$ cat src/rtl/batch_seal_ctrl.sv
// batch_seal_ctrl: fill/seal/execute/clear sequencer for the batch stage.
// Optional BATCH_SEAL_STATS_EN adds saturating batch and timeout-seal counters.
module batch_seal_ctrl #(
  parameter int MAX_BATCH_SIZE   = 48,
  parameter int BATCH_INDEX_BITS = 6,
  parameter int TIMEOUT_CYCLES   = 256,
  parameter int SEQ_BITS         = 16
) (
  input  logic                        clk,
  input  logic                        rst,
  input  logic                        i_txn_accepted,
  input  logic                        i_flush_req,
  input  logic [BATCH_INDEX_BITS-1:0] i_cfg_max_size,
  input  logic                        i_exec_ready,
  input  logic                        i_exec_done,
  output logic                        o_batch_open,
  output logic                        o_seal_valid,
  output logic [BATCH_INDEX_BITS-1:0] o_seal_size,
  output logic [SEQ_BITS-1:0]         o_seal_id,
  output logic [1:0]                  o_seal_reason,
  output logic                        o_batch_clear,
  output logic                        o_overflow_err
`ifdef BATCH_SEAL_STATS_EN
  ,
  output logic [31:0]                 o_stat_batches,
  output logic [31:0]                 o_stat_timeouts
`endif
);
  localparam int TW = (TIMEOUT_CYCLES > 0) ? $clog2(TIMEOUT_CYCLES + 1) : 1;
  localparam logic [BATCH_INDEX_BITS-1:0] MAX_W = BATCH_INDEX_BITS'(MAX_BATCH_SIZE);
  localparam logic [TW-1:0] TO_W = TW'(TIMEOUT_CYCLES);
  localparam bit TO_EN = TIMEOUT_CYCLES != 0;
  typedef enum logic [2:0] {IDLE, FILLING, SEALED, EXEC, CLEAR} state_t;
  state_t                      r_state;
  logic [BATCH_INDEX_BITS-1:0] r_count;
  logic [BATCH_INDEX_BITS-1:0] r_seal_size;
  logic [TW-1:0]               r_timer;
  logic [SEQ_BITS-1:0]         r_seal_id;
  logic [1:0]                  r_seal_reason;
  logic                        r_seal_valid;
  logic                        r_clear;
  logic                        r_overflow;
  logic [BATCH_INDEX_BITS-1:0] w_eff_max;
  logic [BATCH_INDEX_BITS-1:0] w_count_next;
  logic [TW-1:0]               w_timer_next;
  logic                        w_accept;
  logic                        w_hit_size;
  logic                        w_hit_to;
  assign w_eff_max    = (i_cfg_max_size == '0 || i_cfg_max_size > MAX_W) ? MAX_W : i_cfg_max_size;
  assign o_batch_open = r_state == IDLE || (r_state == FILLING && r_count < w_eff_max);
  assign w_accept     = i_txn_accepted & o_batch_open;
  assign w_count_next = r_count + BATCH_INDEX_BITS'(w_accept);
  assign w_timer_next = (&r_timer) ? r_timer : r_timer + TW'(1);
  assign w_hit_size   = w_count_next >= w_eff_max;
  assign w_hit_to     = TO_EN && w_timer_next == TO_W;
  // Seal priority: size, then timeout, then flush; evaluated on next-cycle count/timer.
  always_ff @(posedge clk or posedge rst)
    if (rst) begin
      r_state       <= IDLE;
      r_count       <= '0;
      r_timer       <= '0;
      r_seal_id     <= '0;
      r_seal_size   <= '0;
      r_seal_reason <= 2'b00;
      r_seal_valid  <= 1'b0;
      r_clear       <= 1'b0;
      r_overflow    <= 1'b0;
    end else begin
      r_overflow <= i_txn_accepted & ~o_batch_open;
      r_clear    <= 1'b0;
      case (r_state)
        IDLE:
          if (i_txn_accepted) begin
            r_count <= BATCH_INDEX_BITS'(1);
            r_timer <= '0;
            r_state <= FILLING;
          end
        FILLING: begin
          r_count <= w_count_next;
          r_timer <= w_timer_next;
          if (w_hit_size || w_hit_to || i_flush_req) begin
            r_seal_size   <= w_count_next;
            r_seal_reason <= w_hit_size ? 2'b00 : w_hit_to ? 2'b01 : 2'b10;
            r_seal_valid  <= 1'b1;
            r_state       <= SEALED;
          end
        end
        SEALED:
          if (i_exec_ready) begin
            r_seal_valid <= 1'b0;
            r_state      <= EXEC;
          end
        EXEC:
          if (i_exec_done) begin
            r_clear <= 1'b1;
            r_state <= CLEAR;
          end
        CLEAR: begin
          r_count   <= '0;
          r_timer   <= '0;
          r_seal_id <= r_seal_id + SEQ_BITS'(1);
          r_state   <= IDLE;
        end
        default: r_state <= IDLE;
      endcase
    end
  assign o_seal_valid   = r_seal_valid;
  assign o_seal_size    = r_seal_size;
  assign o_seal_id      = r_seal_id;
  assign o_seal_reason  = r_seal_reason;
  assign o_batch_clear  = r_clear;
  assign o_overflow_err = r_overflow;
`ifdef BATCH_SEAL_STATS_EN
  logic [31:0] r_stat_batches;
  logic [31:0] r_stat_timeouts;
  always_ff @(posedge clk or posedge rst)
    if (rst) begin
      r_stat_batches  <= '0;
      r_stat_timeouts <= '0;
    end else begin
      if (r_state == EXEC && i_exec_done && ~&r_stat_batches)
        r_stat_batches <= r_stat_batches + 32'd1;
      if (r_state == FILLING && w_hit_to && !w_hit_size && ~&r_stat_timeouts)
        r_stat_timeouts <= r_stat_timeouts + 32'd1;
    end
  assign o_stat_batches  = r_stat_batches;
  assign o_stat_timeouts = r_stat_timeouts;
`endif
endmodule

$ cat config.mk
export PLATFORM = sky130hd
export DESIGN_NAME = batch_seal_ctrl
export DESIGN_NICKNAME = d
export VERILOG_FILES = /design/src/rtl/batch_seal_ctrl.sv
export SDC_FILE = /design/constraint.sdc
export NUM_CORES = 1
export LEC_CHECK = 0
export ABC_AREA = 1
export CAP_MARGIN = 15
export CORE_MARGIN = 4
export CORE_UTILIZATION = 40
export CTS_CLUSTER_SIZE = 8
export DETAILED_ROUTE_END_ITERATION = 8
export SYNTH_ARGS = -nofsm -noshare
export SYNTH_HDL_FRONTEND = slang
export SYNTH_SLANG_ARGS = --single-unit
$ cat constraint.sdc
create_clock -name clk -period 9.3 [get_ports clk]
set_input_delay 0.93 -clock clk [delete_from_list [all_inputs] [get_ports clk]]
set_output_delay 0.93 -clock clk [all_outputs]
set_load 0.005 [all_outputs]
# Yosys cells after proc, flatten, opt, wreduce, memory -nomap -nowiden
# Index checks and enable logic that the tools add are counted.
# op_classes
add_sub_neg	3
multipliers	0
div	0
n_lt_le_gt_ge	3
n_eq_ne	9
shifts	0
muxes	18
n_bitwise	3
n_reduce_logical	14
# ops
op	count
case mux 9 bit (3 select lines)	1
two-way mux 9 bit	2
case mux 6 bit (3 select lines)	1
adder 16 x 1 -> 16 bit (second input constant)	1
two-way mux 3 bit	4
two-way mux 6 bit	2
case mux 3 bit (4 select lines)	1
adder 9 x 1 -> 9 bit (second input constant)	1
equality test 9 bit (second input constant)	1
AND reduction 9 bit	1
adder 6 x 1 -> 6 bit	1
equality test 3 x 2 -> 1 bit (second input constant)	2
>= comparator 6 bit	1
greater-than comparator 6 bit (second input constant)	1
logical NOT 6 bit	1
< comparator 6 bit	1
inequality test 2 bit (second input constant)	3
logical OR 1 bit	4
two-way mux 1 bit	4
two-way mux 2 bit	2
AND reduction 2 bit	2
AND reduction 4 bit	1
equality test 3 x 1 -> 1 bit (second input constant)	1
equality test 3 bit (second input constant)	1
other kinds (9)	10
# word_totals
register_bits	45
latchBits	0
ram_bits	0
mem_bits_ro	0
in_bits	12
out_inout_bits	28
elab_cells	59
mem_count	0

# Depth between registers and ports, before layout
# logic_depth
word_depth	13
ltp_mapped	29
depth_no_buf	28

# Worst setup path before layout
# OpenSTA, ideal clock, no wires.
# synth_timing
kind	input -> register
from	in i_cfg_max_size[0]
to	reg r_seal_size[3] (netlist: o_seal_size[3])
setup_ns	0.126
arrival_ns	3.899
required_ns	9.174
path_slack_ns	5.275
stages	22
path_buffers	1
cell_sequence	nor2_1 -> nand3_1 -> nand2_1 -> nand2_1 -> ha_1 -> a21o_1 -> a21oi_1 -> nand3_1 -> a21oi_1 -> ha_1 -> nand3_1 -> nor2_1 -> nand2_1 -> xor2_1 -> inv_1 -> ha_1 -> a21boi_0 -> a21oi_2 -> nand3_2 -> nand2_4 -> buf_6 -> o21ai_2
# synth_between
elab_chain_len	12
word_cells_on_any_way	13
classes_between	add/sub (1); order compare (3); mux (1); bitwise (1); reduce/logical (7)
# synth_lines
item	line	text
start: declaration	13	input logic [BATCH_INDEX_BITS-1:0] i_cfg_max_size,
greater-than comparator 6 bit / logical NOT 6 bit (equally long branches)	49	assign w_eff_max = (i_cfg_max_size == '0 || i_cfg_max_size > MAX_W) ? MAX_W : i_cfg_max_size;
logical OR 1 bit	49	
two-way mux 6 bit (*)	49	
< comparator 6 bit (*)	50	assign o_batch_open = r_state == IDLE || (r_state == FILLING && r_count < w_eff_max);
logical AND 1 bit (*)	50	
logical OR 1 bit (*)	50	
AND 1 bit (*)	51	assign w_accept = i_txn_accepted & o_batch_open;
adder 6 x 1 -> 6 bit (*)	52	assign w_count_next = r_count + BATCH_INDEX_BITS'(w_accept);
net w_count_next[5]	44	logic [BATCH_INDEX_BITS-1:0] w_count_next;
>= comparator 6 bit (*)	54	assign w_hit_size = w_count_next >= w_eff_max;
logical OR 1 bit (*) (2 in a row)	81	if (w_hit_size || w_hit_to || i_flush_req) begin
AND reduction 2 bit (no source line) (*)	-	
end signal: assignment	82	r_seal_size <= w_count_next;
end: declaration	36	logic [BATCH_INDEX_BITS-1:0] r_seal_size;
# The timed path passes the listed nets; every way through them passes the cells marked *.
# A chain may end at the register's enable or synchronous reset.

# Final worst setup path
# layout_timing
from	in i_cfg_max_size[0]
to	reg r_seal_size[0] (netlist: o_seal_size[0])
# The elaborated chain is that of the path after synthesis.

==> results.yml <==
run_status:
  status: "finished clean"
grt:
  grt_first_pass_wirelength_um: 8930
  grt_pass1_vias: 1940
  grt.total_usage_pct: 14.4
  grt_max_degree: 46
  grt_overflow: 0
  antenna_found_initial: 0
floorplanning:
  fp.dieH_um: 88.3
  fp.dieW_um: 88.3
  initial_core_util_pct: 40.9
  dieArea_mm2: 0.00780
  ioPinCount: 40
  placementRows: 29
  core-area_mm2: 0.00631
setup_path:
  path_max_fanout: 16
  crit_type: "primary input to flip-flop"
  slowest_stage: "clkdlybuf4s50_1"
  startpoint_type: "primary input"
  max_stage_delay_ns: 0.45
  cp.arrival_ns: 4.73
  endpoint_kind: "flip-flop"
  worstPathRequired_ns: 9.52
synth:
  synthCells: 304
  syn-num-nets: 329
  synth_edf_count: 0
  syn_area_mm2: 0.00258
  synthArstFlopShare_pct: 100
  ys_ff_latch: 45
  ys.flop_type: "dfrtp_1"
  ys_seq_area_share_pct: 43.6
  ys_types: 33
  synth_warnings: 0
  syn_area_per_cell_um2: 8.49
final_layout:
  multiInputGateArea_mm2: 0.00127
  nets: 372
  utilization_pct: 49.7
  final-seq-area_mm2: 0.00113
  n_antenna_cell: 0
  drive_gt1_share_pct: 9.51
  synthToLayoutAreaGrowth_pct: 21.5
  fill_cells: 614
placed_design:
  gp_congestion: 0.811
  buffer_ports.inserted: 39
  dp_hpwl_um: 4040
clock_tree:
  htreeDepth: 2
  ctsHoldBuffers: 0
  ctsResizeCount: 0
  clock_path_buffers: 2
  cts-root-buf: "clkbuf_8"
  cts_inserted_buffers: 5
  path_clk_slew_ns: 0.08
  post_cts_buffers: 0
  cts_tree: "yes"
  cts_sinks: 45
  insertion_delay_ns: 0.29
sta:
  finalCritPeriodShare_pct: 48.5
  setup_violations: 0
  grt_setup_unrepaired: "false"
  slew_headroom_pct: 37.3
  hold_viol: 0
  setup-tns-final_ns: 0
  fin_skew_ns: 0.00918
  drv_slew: 0
  worst_pin_slew_ns: 0.940
  layout_min_cycle_time_ns: 4.51
  fmax_ghz: 0.222
drt:
  drt_first_pass_iters: 4
  vias: 2025
  drt_iter0_drc: 67
  wl_per_cell_um: 12.3
  drc_errors: 0
  ant_nets: 0
  drt-total-wl_um: 5230
  via_per_inst: 4.78
power:
  powerDensity_mw_per_mm2: 207
  ir_drop_mv: 0.150
  power_leakage_nw: 1.58
hold_path:
  min_path_type: "flip-flop to flip-flop"
flow_run:
  maxCapViolCount: 0
## flip-flops by register name, summed over array words and instances (netlist names)
| register | cells |
|---|---|
| r_timer | 9 |
| o_overflow_err | 1 |
| o_seal_size | 6 |
| o_seal_reason | 2 |
| r_count | 6 |
| o_batch_clear | 1 |
| r_state | 3 |
| o_seal_valid | 1 |
| o_seal_id | 16 |
## routing by layer
layer	track usage (%)	wire, µm	vias to the layer above
li1	-	-	1067
met1	19.7	2620	928
met2	23.0	2400	24
met3	3.35	156	6
met4	3.57	42	0
met5	0	0	-
## worst paths after layout
| check | startpoint | endpoint | slack [ns] | cells past startpoint |
|---|---|---|---|---|
| min in group asynchronous | rst | r_timer[7] | 1.16 | 2 |
| max in group asynchronous | rst | r_count[4] | 7.55 | 2 |
| worst min-delay path | o_seal_id[15] | o_seal_id[15] | 0.48 | 1 |
| worst max-delay path | i_cfg_max_size[0] | o_seal_size[0] | 4.79 | 25 |
| worst max register to register | r_state[2] | o_seal_size[0] | 5.68 | 18 |
| worst min register to register | o_seal_id[15] | o_seal_id[15] | 0.48 | 1 |
## stage by stage
step / power, W / worst slack (ns) / hold WS (ns) / area [µm²] / std cells
floorplan: 0.000438 / 5.28 / 0.465 / 2580 / 304
global placement: 0.000536 / 4.58 / 0.473 / 3050 / 417
detailed placement: 0.000538 / 4.47 / 0.473 / 3050 / 417
CTS: 0.000660 / 4.77 / 0.487 / 3140 / 424
global route: 0.000702 / 4.25 / 0.500 / 3140 / 424
finish: 0.000648 / 4.79 / 0.481 / 3140 / 424
## Yosys cell counts, drive strengths merged (6+ instances only)
| library cell | count | area (µm²) |
|---|---|---|
| a21oi | 6 | 33.8 |
| dfrtp | 45 | 1130 |
| ha | 13 | 163 |
| inv | 45 | 169 |
| nand2 | 78 | 315 |
| nand3 | 23 | 143 |
| nand4 | 8 | 50.1 |
| nor2 | 23 | 104 |
| o21ai | 19 | 125 |
| xnor2 | 8 | 70.1 |
| xor2 | 14 | 123 |
## critical path: cells and delay by family
family	cells	cell delay (ns)
adder cells (fa/ha/maj)	3	0.73
buffers and inverters	4	0.68
AO/OA/AOI/OAI	6	0.76
XOR/XNOR	1	0.23
AND/OR/NAND/NOR	11	1.40
## final cells by class
| class | instances | area share, % |
|---|---|---|
| clock buffer | 7 | 2.75 |
| inverter | 45 | 5.39 |
| multi-input combinational | 211 | 40.4 |
| sequential | 45 | 35.9 |
| tap | 77 | 3.07 |
| timing repair buffer | 39 | 12.5 |
## where the power goes
part	switching, W	total [W]	internal, W
registers	0.0000354	0.000267	0.000232
logic	0.000148	0.000262	0.000114
clock network	0.0000600	0.000119	0.0000590
total	0.000243	0.000648	0.000404
## cells by family after synthesis
group	count (synthesis)	share of synthesized area, %
adders and majority gates	13	6.30
buffers and inverters	48	7.27
xor gates and xnor gates	22	7.47
and+or+nand+nor	139	25.7
DFF	45	43.6
AOI/OAI and AO/OA	37	9.60
## layout by cell type (no fill, tap or decap)
| master | synthesis | final |
|---|---|---|
| a21oi_1 | 5 | 5 |
| xor2_1 | 14 | 14 |
| o21ai_0 | 11 | 11 |
| nand2_2 | 6 | 6 |
| a21boi_0 | 1 | 1 |
| clkbuf_1 | 2 | 1 |
| inv_2 | 1 | 2 |
| o22ai_1 | 3 | 3 |
| nand3b_1 | 1 | 1 |
| dfrtp_1 | 45 | 45 |
| inv_1 | 44 | 43 |
| nor4_1 | 1 | 1 |
| and3_1 | 3 | 3 |
| clkbuf_8 | 0 | 6 |
| nand3_2 | 3 | 3 |
| nor2_2 | 1 | 1 |
| a21oi_2 | 1 | 1 |
| nand2_1 | 71 | 71 |
| xnor2_1 | 8 | 8 |
| o21ai_2 | 8 | 8 |
| a21o_1 | 3 | 3 |
| nor2_1 | 20 | 20 |
| a22o_1 | 2 | 2 |
| nor2_4 | 2 | 2 |
| nor3_2 | 2 | 2 |
| ha_1 | 13 | 13 |
| nand4_1 | 8 | 8 |
| nand3_4 | 1 | 1 |
| nand3_1 | 19 | 19 |
| nand2_4 | 1 | 1 |
| o211ai_1 | 1 | 1 |
| clkdlybuf4s50_1 | 0 | 39 |
| a22oi_1 | 1 | 1 |
| o21bai_1 | 1 | 1 |
No activity file was read; power rests on OpenSTA's default activity.
